File: src/rtl/nibble_serial_subtractor.sv
// Multi-cycle two's-complement subtractor: diff = a - b - bin, one 4-bit CLA group per clock.
// Optional zero-result flag enabled by defining SUB_ZERO_FLAG_EN.
module nibble_serial_subtractor #(
    parameter int unsigned WIDTH = 16
) (
    input  logic             clk,
    input  logic             rst,
    input  logic             start,
    input  logic [WIDTH-1:0] a,
    input  logic [WIDTH-1:0] b,
    input  logic             bin,
    output logic             busy,
    output logic             done,
    output logic [WIDTH-1:0] diff,
    output logic             bout,
`ifdef SUB_ZERO_FLAG_EN
    output logic             zero,
`endif
    output logic             ovf
);

    localparam int unsigned N    = WIDTH / 4;
    localparam int unsigned CW   = (N > 1) ? $clog2(N) : 1;
    localparam int unsigned MSB  = WIDTH - 1;
    localparam logic [CW-1:0] LAST = CW'(N - 1);

    if (((WIDTH % 4) != 0) || (WIDTH < 4)) begin : g_bad_width
        $error("nibble_serial_subtractor: WIDTH must be a multiple of 4 and at least 4");
    end

    typedef enum logic [1:0] {StIdle, StRun, StDone} state_e;

    state_e           state_q, state_d;
    logic [WIDTH-1:0] a_q, a_d;
    logic [WIDTH-1:0] nb_q, nb_d;
    logic             carry_q, carry_d;
    logic [CW-1:0]    cnt_q, cnt_d;
    logic [WIDTH-1:0] diff_q, diff_d;
    logic             bout_q, bout_d;
    logic             ovf_q, ovf_d;

`ifdef SUB_ZERO_FLAG_EN
    logic             nz_q, nz_d;
    logic             zero_q, zero_d;
`endif

    logic [3:0]       grp_a, grp_nb, grp_s;
    logic             grp_c4;

    // Lookahead carries for one group: every carry is a flat sum of products of g, p and c0.
    function automatic logic [4:0] cla4(input logic [3:0] x, input logic [3:0] y,
                                        input logic c0);
        logic [3:0] p, g;
        logic [4:0] c;
        p    = x ^ y;
        g    = x & y;
        c[0] = c0;
        c[1] = g[0] | (p[0] & c0);
        c[2] = g[1] | (p[1] & g[0]) | (p[1] & p[0] & c0);
        c[3] = g[2] | (p[2] & g[1]) | (p[2] & p[1] & g[0]) | (p[2] & p[1] & p[0] & c0);
        c[4] = g[3] | (p[3] & g[2]) | (p[3] & p[2] & g[1]) | (p[3] & p[2] & p[1] & g[0])
             | (p[3] & p[2] & p[1] & p[0] & c0);
        return {c[4], p ^ c[3:0]};
    endfunction

    always_comb begin
        grp_a            = a_q[{cnt_q, 2'b00} +: 4];
        grp_nb           = nb_q[{cnt_q, 2'b00} +: 4];
        {grp_c4, grp_s}  = cla4(grp_a, grp_nb, carry_q);
    end

    always_comb begin
        state_d = state_q;
        a_d     = a_q;
        nb_d    = nb_q;
        carry_d = carry_q;
        cnt_d   = cnt_q;
        diff_d  = diff_q;
        bout_d  = bout_q;
        ovf_d   = ovf_q;
`ifdef SUB_ZERO_FLAG_EN
        nz_d    = nz_q;
        zero_d  = zero_q;
`endif
        unique case (state_q)
            StIdle: begin
                if (start) begin
                    a_d     = a;
                    nb_d    = ~b;
                    carry_d = ~bin;
                    cnt_d   = '0;
`ifdef SUB_ZERO_FLAG_EN
                    nz_d    = 1'b0;
`endif
                    state_d = StRun;
                end
            end
            StRun: begin
                diff_d[{cnt_q, 2'b00} +: 4] = grp_s;
                carry_d = grp_c4;
                cnt_d   = cnt_q + 1'b1;
`ifdef SUB_ZERO_FLAG_EN
                nz_d    = nz_q | (|grp_s);
`endif
                if (cnt_q == LAST) begin
                    // Carry out of a + ~b + ~bin is the inverted borrow.
                    bout_d  = ~grp_c4;
                    // nb holds ~b, so equal MSBs here mean a and b had different signs.
                    ovf_d   = (a_q[MSB] == nb_q[MSB]) & (grp_s[3] != a_q[MSB]);
`ifdef SUB_ZERO_FLAG_EN
                    zero_d  = ~(nz_q | (|grp_s));
`endif
                    cnt_d   = '0;
                    state_d = StDone;
                end
            end
            StDone: begin
                state_d = StIdle;
            end
            default: begin
                state_d = StIdle;
            end
        endcase
    end

    always_ff @(posedge clk or posedge rst) begin
        if (rst) begin
            state_q <= StIdle;
            a_q     <= '0;
            nb_q    <= '0;
            carry_q <= 1'b0;
            cnt_q   <= '0;
            diff_q  <= '0;
            bout_q  <= 1'b0;
            ovf_q   <= 1'b0;
`ifdef SUB_ZERO_FLAG_EN
            nz_q    <= 1'b0;
            zero_q  <= 1'b0;
`endif
        end else begin
            state_q <= state_d;
            a_q     <= a_d;
            nb_q    <= nb_d;
            carry_q <= carry_d;
            cnt_q   <= cnt_d;
            diff_q  <= diff_d;
            bout_q  <= bout_d;
            ovf_q   <= ovf_d;
`ifdef SUB_ZERO_FLAG_EN
            nz_q    <= nz_d;
            zero_q  <= zero_d;
`endif
        end
    end

    assign busy = (state_q == StRun);
    assign done = (state_q == StDone);
    assign diff = diff_q;
    assign bout = bout_q;
    assign ovf  = ovf_q;
`ifdef SUB_ZERO_FLAG_EN
    assign zero = zero_q;
`endif

endmodule

File: config.mk
export PLATFORM = sky130hd
export DESIGN_NAME = nibble_serial_subtractor
export DESIGN_NICKNAME = d
export VERILOG_FILES = /design/src/rtl/nibble_serial_subtractor.sv
export SDC_FILE = /design/constraint.sdc
export NUM_CORES = 1
export LEC_CHECK = 0
export BUFFER_PORTS_ARGS = -buffer_cell sky130_fd_sc_hd__buf_2
export CORE_ASPECT_RATIO = 0.5
export CORE_MARGIN = 10
export CORE_UTILIZATION = 48
export CTS_BUF_LIST = sky130_fd_sc_hd__clkbuf_8
export DETAILED_ROUTE_END_ITERATION = 8
export GPL_TIMING_DRIVEN = 0
export PLACE_DENSITY = 0.78
export SKIP_CTS_REPAIR_TIMING = 1
export SYNTH_ARGS = -nofsm -noshare
export SYNTH_HDL_FRONTEND = slang
export SYNTH_SLANG_ARGS = --single-unit
File: constraint.sdc
create_clock -name clk -period 2.9 [get_ports clk]
set_clock_uncertainty 0.2 [all_clocks]
set_input_delay 0.435 -clock clk [delete_from_list [all_inputs] [get_ports clk]]
set_output_delay 0.435 -clock clk [all_outputs]
set_load 0.01 [all_outputs]
==> impl_metrics.ini, run 1 <==
[run_status]
status = completed

[finish]
area_taken_by_flip_flops_and_latches_mm2 = 0.00138
multi_input_comb_area_mm2 = 0.00112
num_antenna_cells = 0
syn2layout_area_growth_pct = 23.5
final_nets = 331
fillers = 404
post_route_cells_drive_above_1_share_pct = 38.6
instances_no_fill = 355
postLayoutCellArea_mm2 = 0.00313
fin_util_pct = 62.4

[detailed_routing]
routed_wire_length_per_instance_um = 16.4
route.final.wire_length_um = 5840
post-route-drc-count = 0
drt_iter0_drc = 121
routed_via_count = 1908
via_per_inst = 5.37
ant_nets = 0
first_pass_iters = 4

[setup_path]
crit-reg2reg-launch = cnt_q[0]
timing.critical_path.max_delay_family = simple AND/OR/NAND/NOR gates
r2r-end = carry_q
critPathMaxFanout = 7
crit_required_ps = 2900
path_depth = 7
cp.arrival_ps = 2830
critical_path.cell_chain = buf_12, mux4_2, ha_4, a21o_1, and4_4, or3_4, a221o_1
cpPeakStageDelay_ps = 560
reg2reg_slack_ps = 70
end_kind = register
worst_path_max_delay_cell = sky130_fd_sc_hd__mux4_2
critPathKind = reg2reg
critical_path.n_buffers_inverters = 1
crit_path_start_kind = register
rr_worst_depth = 7

[global_routing]
wire_length_of_the_first_global_routing_pass_um = 9440
largest_net_degree_at_the_start_of_global_routing = 34
antenna_found_initial = 0
grt_pass1_vias = 2018
gr-usage-all-layers_pct = 13.1
globalRouteOverflowTotal = 0

[worst_hold_path]
hold_end = nb_q[4]
min_path_type = in2reg
min-delay-start = b[4]
whs_path_depth = 2

[clocking]
max-clock-path-buffers = 2
cts_htree_levels = 2
clk-insertion-delay-late_ps = 310
cts_tree = built
cts_sinks = 55
clock-root-buffer = sky130_fd_sc_hd__clkbuf_8
clk_pin_slew_ps = 100
cts_inserted_buffers = 5

[sta]
fin_crit_ps = 2830
holdWs_ps = 73.4
achievable-frequency_ghz = 0.353
relSlewSlack_pct = 66.0
final-max-slew-violation-count = 0
min_period_over_period_pct = 97.6
report.final.hold_viol_count = 0
setup-violations-final = 0
worst_pin_slew_ps = 510

[logic_synthesis]
syn-instance-count = 212
synthTopCellsByArea = sky130_fd_sc_hd__dfrtp_1 (54%), sky130_fd_sc_hd__mux2_2 (7.1%), sky130_fd_sc_hd__mux4_2 (7.1%), sky130_fd_sc_hd__ha_1 (4.9%), sky130_fd_sc_hd__a21oi_1 (3.6%)
synth_nets = 259
yosysWarnings = 0
yosysSeqAreaShare_pct = 54.3
netlist.area_leader.share_pct = 54.3
syn-mean-instance-area_um2 = 12.0
yosysTopAreaCell = sky130_fd_sc_hd__dfrtp_1
ys_seq_elements = 55
yosysUniqueCellTypes = 33
mappedNetlistArea_mm2 = 0.00253

[floorplanning]
io-pin-count = 56
die-height_um = 71.4
core_region_area_mm2 = 0.00502
floorplan_row_count = 18
initial_core_util_pct = 50.5
area_enclosed_by_the_die_boundary_mm2 = 0.00876
die_width_um = 123

[placement]
buffer_ports.inserted = 55
dpl_wire_length_um = 4360
place_inst = 338
dpl_cell_area_mm2 = 0.00292
routabilityCongestion = 0.774

[job]
max_cap_violation_count = 0

[power]
peakVddDrop_mv = 0.567
proportion_of_power_drawn_by_flip_flops_and_latches_pct = 32.5
power_frac_comb_pct = 56.2
power.share.switching_pct = 41.6
switchingPower_mw = 1.70
clk_network_pwr_share_pct = 11.4
cell_internal_pwr_mw = 2.39
power.static_leakage_nw = 1.48
power_per_cell_area_mw_per_mm2 = 1310
## final cells by class
class                      count  share of cell area, %
buffer                         8                   1.72
clock buffer                   7                   3.08
clock inverter                 1                  0.240
inverter                       7                  0.839
multi-input combinational    142                   35.7
sequential                    55                   44.0
tap                           70                   2.80
timing repair buffer          65                   11.7
## per-layer routing
metal / routed length (um) / global-route usage [%] / part of all wire (%)
met2: 2940 / 23.4 / 50
met3: 325 / 3.36 / 5.6
met4: 108 / 3.90 / 1.9
met5: 0 / 0 / 0
met1: 2470 / 15.3 / 42
## logic make-up after synthesis
group | synth area share, %
simple gates | 10.3
flops | 54.3
compound gates | 12.3
mux | 14.2
buf+inv | 2.52
fa+ha+maj | 5.73
xor+xnor | 0.691
## synth_stat cells
library cell / number
sky130_fd_sc_hd__a211o_1: 1
sky130_fd_sc_hd__a211oi_1: 1
sky130_fd_sc_hd__a21o_1: 1
sky130_fd_sc_hd__a21oi_1: 18
sky130_fd_sc_hd__a221o_1: 1
sky130_fd_sc_hd__a22o_1: 9
sky130_fd_sc_hd__and2_1: 1
sky130_fd_sc_hd__and4_4: 1
sky130_fd_sc_hd__buf_2: 6
sky130_fd_sc_hd__clkbuf_1: 2
sky130_fd_sc_hd__dfrtp_1: 55
sky130_fd_sc_hd__fa_1: 1
sky130_fd_sc_hd__ha_1: 10
sky130_fd_sc_hd__inv_1: 7
sky130_fd_sc_hd__mux2_2: 16
sky130_fd_sc_hd__mux4_2: 8
sky130_fd_sc_hd__nand2_1: 18
sky130_fd_sc_hd__nand2b_1: 2
sky130_fd_sc_hd__nand3_1: 3
sky130_fd_sc_hd__nand3b_1: 1
sky130_fd_sc_hd__nand4_1: 1
sky130_fd_sc_hd__nor2_1: 23
sky130_fd_sc_hd__nor2b_1: 5
sky130_fd_sc_hd__nor3_1: 2
sky130_fd_sc_hd__o21a_1: 1
sky130_fd_sc_hd__o21ai_0: 6
sky130_fd_sc_hd__o21bai_1: 1
sky130_fd_sc_hd__o22ai_1: 1
sky130_fd_sc_hd__o31a_2: 1
sky130_fd_sc_hd__o31ai_1: 4
sky130_fd_sc_hd__o41ai_1: 2
sky130_fd_sc_hd__or3_1: 1
sky130_fd_sc_hd__xnor2_1: 2
## state kept, by name, indices dropped and copies added (netlist names)
signal / flops
state_q: 2
cnt_q: 2
diff: 16
ovf: 1
bout: 1
carry_q: 1
nb_q: 16
a_q: 16
## metrics by stage
stage,power [mW],setup slack (ps),setup TNS (ps)
final,4.09,68.8,0
after global routing,4.41,-16.8,-16.8
after CTS,3.88,-384,-2100
after detailed placement,3.42,-367,-1980
after global placement,3.32,-353,-1920
after floorplan,2.81,53.7,0
## worst max path at each step
stage | from | end | slack (ps)
2_1_floorplan | cnt_q[0] | carry_q | 50
3_3_place_gp | cnt_q[1] | diff[7] | -350
3_5_place_dp | cnt_q[1] | diff[7] | -370
4_1_cts | cnt_q[1] | diff[11] | -380
5_1_grt | cnt_q[0] | carry_q | -20
6_report | cnt_q[0] | carry_q | 70
## cells in the final DEF, fill, tap and decap left out, types with 2 or more instances in the layout
master                     netlist  routed
sky130_fd_sc_hd__inv_1           7       6
sky130_fd_sc_hd__nand2_1        18      18
sky130_fd_sc_hd__nor2_1         23      23
sky130_fd_sc_hd__nand2b_1        2       2
sky130_fd_sc_hd__nor2b_1         5       5
sky130_fd_sc_hd__mux4_2          8       8
sky130_fd_sc_hd__ha_1           10       9
sky130_fd_sc_hd__clkbuf_8        0       7
sky130_fd_sc_hd__nand3_1         3       3
sky130_fd_sc_hd__o41ai_1         2       2
sky130_fd_sc_hd__o21ai_0         6       6
sky130_fd_sc_hd__xnor2_1         2       2
sky130_fd_sc_hd__o31ai_1         4       4
sky130_fd_sc_hd__dfrtp_1        55      54
sky130_fd_sc_hd__mux2_2         16      16
sky130_fd_sc_hd__buf_4           0       8
sky130_fd_sc_hd__buf_2           6      61
sky130_fd_sc_hd__buf_12          0       2
sky130_fd_sc_hd__a21oi_1        18      18
sky130_fd_sc_hd__a22o_1          9       9
## power groups by stage
stage	clock (mW)	sequential [mW]	combinational, mW
6_report	0.465	1.33	2.30
5_1_grt	0.506	1.37	2.53
4_1_cts	0.472	1.32	2.09
3_5_place_dp	0	1.34	2.08
3_3_place_gp	0	1.31	2.00
2_1_floorplan	0	1.32	1.48
Power figures use the tool's default switching activity.
==> inputs of run 2 (changes only) <==
--- a/config.mk
+++ b/config.mk
@@ -5,14 +5,16 @@
 export SDC_FILE = /design/constraint.sdc
 export NUM_CORES = 1
 export LEC_CHECK = 0
-export BUFFER_PORTS_ARGS = -buffer_cell sky130_fd_sc_hd__buf_2
+export CELL_PAD_IN_SITES_DETAIL_PLACEMENT = 0
+export CELL_PAD_IN_SITES_GLOBAL_PLACEMENT = 1
 export CORE_ASPECT_RATIO = 0.5
 export CORE_MARGIN = 10
-export CORE_UTILIZATION = 48
+export CORE_UTILIZATION = 46
 export CTS_BUF_LIST = sky130_fd_sc_hd__clkbuf_8
 export DETAILED_ROUTE_END_ITERATION = 8
+export DONT_BUFFER_PORTS = 1
 export GPL_TIMING_DRIVEN = 0
-export PLACE_DENSITY = 0.78
+export PLACE_DENSITY = 0.8
 export SKIP_CTS_REPAIR_TIMING = 1
 export SYNTH_ARGS = -nofsm -noshare
 export SYNTH_HDL_FRONTEND = slang
==> run 2 against run 1 <==
  * Largest power group unchanged
  * Via count shrank 10%
  * Worst hold slack worse by 17 ps
  * Worst setup slack got worse by 2.3 ps
  * Clock power is 7.5% lower
  * First-iteration DRC count shrank 36%
  * Sequential power grew 5%
  * Power decreased by 6.1%
==> impl_metrics.ini, run 2 (same netlist as run 1, synthesis figures left out) <==
[run_status]
status = completed

[clocking]
clk-insertion-delay-late_ps = 320
cts_tree = built
cts_htree_levels = 2
max-clock-path-buffers = 2
cts_sinks = 55
cts_inserted_buffers = 5
clock-root-buffer = sky130_fd_sc_hd__clkbuf_8
clk_pin_slew_ps = 100

[setup_path]
crit_required_ps = 2910
critPathMaxFanout = 10
cpPeakStageDelay_ps = 570
critPathKind = reg2reg
end_kind = register
crit_path_start_kind = register
cp.arrival_ps = 2840
rr_worst_depth = 7
critical_path.cell_chain = buf_12, mux4_2, ha_4, a21o_1, and4_4, or3_1, a221o_1
worst_path_max_delay_cell = sky130_fd_sc_hd__mux4_2

[sta]
holdWs_ps = 56.6
setup-violations-final = 0
timing.setup.tns_ps = 0
achievable-frequency_ghz = 0.353
worst_pin_slew_ps = 478
final-max-slew-violation-count = 0
relSlewSlack_pct = 67.9
fin_crit_ps = 2830
report.final.hold_viol_count = 0
min_period_over_period_pct = 97.7

[global_routing]
antenna_found_initial = 0
gr-usage-all-layers_pct = 12.6
globalRouteOverflowTotal = 0
wire_length_of_the_first_global_routing_pass_um = 9230
grt_pass1_vias = 1739
largest_net_degree_at_the_start_of_global_routing = 44

[floorplanning]
initial_core_util_pct = 49.6
io-pin-count = 56
area_enclosed_by_the_die_boundary_mm2 = 0.00906
die-height_um = 72.5
core_region_area_mm2 = 0.00511
die_width_um = 125
floorplan_row_count = 18

[power]
peakVddDrop_mv = 0.658
power.static_leakage_nw = 1.28
power_per_cell_area_mw_per_mm2 = 1300

[finish]
post_route_cells_drive_above_1_share_pct = 20.0
mostFrequentLayoutCell = sky130_fd_sc_hd__dfrtp_1
num_antenna_cells = 0
mostFrequentLayoutCells = sky130_fd_sc_hd__dfrtp_1 (54), sky130_fd_sc_hd__nor2_1 (23), sky130_fd_sc_hd__nand2_1 (18), sky130_fd_sc_hd__a21oi_1 (18), sky130_fd_sc_hd__dlygate4sd3_1 (17)
syn2layout_area_growth_pct = 16.5
postLayoutCellArea_mm2 = 0.00295
instances_no_fill = 310
final_nets = 286

[detailed_routing]
ant_nets = 0
highest_layer = met4
route.final.wire_length_um = 5670
routed_via_count = 1710
drt_iter0_drc = 78
first_pass_iters = 4
dr_wl_met2_um = 2610
post-route-drc-count = 0
via_per_inst = 5.52
detail_route.wirelength.met1_um = 2520
routed_wire_length_per_instance_um = 18.3
detailroute.wirelength.met3_um = 448

[worst_hold_path]
whs_path_depth = 1
min_path_type = in2reg

[placement]
dpl_cell_area_mm2 = 0.00265
routabilityCongestion = 0.839
place_inst = 283
buffer_ports.inserted = 0
dpl_wire_length_um = 4240

[job]
max_cap_violation_count = 0
==> run 2: through the flow <==
step	worst slack [ps]	utilization (%)	power [mW]
after floorplan	53.7	-	2.81
after global placement	-252	51.3	3.25
after detailed placement	-294	51.7	3.32
after CTS	-325	53.5	3.76
after global routing	-4.99	57.8	4.20
final	66.5	57.8	3.84
==> run 2: worst paths after layout <==
check                         start  endpoint  slack, ps
max reg2reg                cnt_q[0]   carry_q         70
max                        cnt_q[0]   carry_q         70
max in group asynchronous       rst    a_q[8]       1670
min                           a[15]   a_q[15]         60
min reg2reg                  a_q[2]    a_q[2]        310
min in group asynchronous       rst   diff[8]        300
==> run 2: per-layer routing <==
metal | GRT usage, % | vias up
met1 | 15.2 | 848
met2 | 19.7 | 46
met3 | 5.66 | 8
met4 | 4.57 | 0
li1 | - | 808
met5 | 0 | -
==> run 2: final cells by class <==
cell class	instances	area, um2
Fill cell	415	2160
Sequential cell	55	1380
Multi-Input combinational cell	142	1110
Timing Repair Buffer	20	205
Tap cell	70	87.6
Clock buffer	5	68.8
Buffer	8	56.3
Inverter	7	26.3
Clock inverter	3	18.8
==> run 2: power breakdown <==
part	leakage [nW]	switching, mW	internal, mW
clock	0.0483	0.260	0.171
sequential	0.667	0.275	1.11
combinational	0.561	1.11	0.913
total	1.28	1.64	2.19
==> run 2: worst max-delay path: cells and delay by family, from the launching register on <==
family,cells,cell delay (ps)
fa+ha+maj,1,270
flops,1,440
compound gates,2,510
buf+inv,1,160
mux,1,570
simple gates,2,570
==> inputs of run 3 (changes only) <==
--- a/config.mk
+++ b/config.mk
@@ -14,7 +14,7 @@
 export DETAILED_ROUTE_END_ITERATION = 8
 export DONT_BUFFER_PORTS = 1
 export GPL_TIMING_DRIVEN = 0
-export PLACE_DENSITY = 0.8
+export PLACE_DENSITY_LB_ADDON = 0.1
 export SKIP_CTS_REPAIR_TIMING = 1
 export SYNTH_ARGS = -nofsm -noshare
 export SYNTH_HDL_FRONTEND = slang
==> run 3 against run 2 <==
  * The run now ends with negative hold slack left
  * Routed wire length is 2.6% higher
  * Maximum frequency up 1.0%
  * Cell area is 2.5% higher
  * Via count up 0.47%
  * Largest cell class unchanged
  * Clock power grew 21%
  * First-iteration DRC count down 55%
  * Cell count rose by 1.6%
  * Register-to-register slack improved by 30 ps
  * Sequential share of layout area decreased by 1.1 points
  * Largest power group unchanged
  * Power is 5.3% higher
  * Sequential power about the same
==> impl_metrics.ini, run 3 (same netlist as run 1, synthesis figures left out) <==
[global_routing]
globalRouteMet3Util_pct = 7.18
grt_pass1_vias = 1688
gr_layer_usage_met1_pct = 14.8
gr-usage-all-layers_pct = 12.4
wire_length_of_the_first_global_routing_pass_um = 9040
globalRouteOverflowTotal = 0
groute.layer.met2.usage_pct = 18.7
largest_net_degree_at_the_start_of_global_routing = 45
antenna_found_initial = 0
globalRoute.busiestLayer = met2

[detailed_routing]
drt_iter0_drc = 35
routed_wire_length_per_instance_um = 18.5
via_per_inst = 5.45
post-route-drc-count = 0
first_pass_iters = 4
routed_via_count = 1718
ant_nets = 0
route.final.wire_length_um = 5820

[placement]
setup_slack_placement_ps = -322
buffer_ports.inserted = 0
dpl_cell_area_mm2 = 0.00265
place_inst = 283
dpl_wire_length_um = 4230
routabilityCongestion = 0.778

[clocking]
cts_inserted_buffers = 5
cts_tree = built
clk-insertion-delay-late_ps = 320
cts_htree_levels = 2
clock-root-buffer = sky130_fd_sc_hd__clkbuf_8
cts_sinks = 55
max-clock-path-buffers = 2
clk_pin_slew_ps = 100

[setup_path]
worst_path_max_delay_cell = sky130_fd_sc_hd__mux4_2
end_kind = register
critPathKind = reg2reg
cp.arrival_ps = 2810
critPathMaxFanout = 8
cpPeakStageDelay_ps = 560
crit_required_ps = 2910
worst_setup_path_startpoint = cnt_q[0]
crit-reg2reg-launch = cnt_q[0]
critical_path.cell_chain = buf_12, mux4_2, ha_4, a21o_1, and4_4, or3_1, a221o_1
crit_path_start_kind = register

[finish]
postLayoutCellArea_mm2 = 0.00303
final_nets = 291
fillers = 426
mostFrequentLayoutCells = sky130_fd_sc_hd__dfrtp_1 (54), sky130_fd_sc_hd__nor2_1 (23), sky130_fd_sc_hd__nand2_1 (18), sky130_fd_sc_hd__a21oi_1 (18)
post_route_cells_drive_above_1_share_pct = 22.0
mostFrequentLayoutCell = sky130_fd_sc_hd__dfrtp_1
instances_no_fill = 315
area_taken_by_flip_flops_and_latches_mm2 = 0.00138
syn2layout_area_growth_pct = 19.3
multi_input_comb_area_mm2 = 0.00111
num_antenna_cells = 0

[sta]
relSlewSlack_pct = 67.2
postLayoutSetupSlackWorst_ps = 95.0
min_period_over_period_pct = 96.7
fin_crit_ps = 2810
timing.setup.tns_ps = 0
report.final.hold_viol_count = 1
holdWs_ps = -5.68
final-max-slew-violation-count = 0
setup_repair_after_global_routing_missed_its_margin = false
setup-violations-final = 0
achievable-frequency_ghz = 0.357
worst_pin_slew_ps = 489

[worst_hold_path]
min-delay-start = b[10]
min_path_type = in2reg

[floorplanning]
die_width_um = 125
core_region_area_mm2 = 0.00511
area_enclosed_by_the_die_boundary_mm2 = 0.00906
floorplan_row_count = 18
die-height_um = 72.5
io-pin-count = 56
initial_core_util_pct = 49.6

[job]
max_cap_violation_count = 0

[run_status]
status = complete, but fails checks
failed_checks = negative hold slack

[power]
power.static_leakage_nw = 1.32
power_per_cell_area_mw_per_mm2 = 1340
peakVddDrop_mv = 0.559
run 3: metrics by stage:
step	power (mW)	utilization, %
after floorplan	2.81	-
after global placement	3.28	51.3
after detailed placement	3.34	51.7
after CTS	3.85	53.9
after global routing	4.36	59.2
final	4.04	59.2
run 3: power breakdown:
group	leakage (nW)	switching, mW	internal (mW)
Combinational	0.590	1.15	0.987
Sequential	0.667	0.275	1.11
Clock	0.0581	0.262	0.258
Total	1.32	1.69	2.36
run 3: layout make-up:
type	instances	area share, %
sequential	55	45.5
multi-input combinational	142	36.8
timing repair buffer	25	8.35
tap	70	2.89
clock buffer	5	2.27
buffer	8	1.86
clock inverter	3	1.45
inverter	7	0.868
run 3: final timing paths:
check                           end  slack (ps)  cells past startpoint
max                         carry_q          90                      7
min                        nb_q[10]          -6                      1
max reg2reg                 carry_q          90                      7
min reg2reg                  a_q[4]         320                      1
max in group asynchronous   nb_q[4]        1690                      3
min in group asynchronous  diff[12]         300                      2
run 3: worst max-delay path, delay by kind of cell, from the launching register on:
kind | cells | cell delay (ps)
DFF | 1 | 440
buffers and inverters | 1 | 150
muxes | 1 | 560
and+or+nand+nor | 2 | 570
AOI/OAI and AO/OA | 2 | 510
adders and majority gates | 1 | 270
run 3: routing by layer:
layer | vias up | share of wire, %
met5 | - | 0
met2 | 42 | 44
met1 | 850 | 46
li1 | 818 | -
met3 | 8 | 8.6
met4 | 0 | 1.1
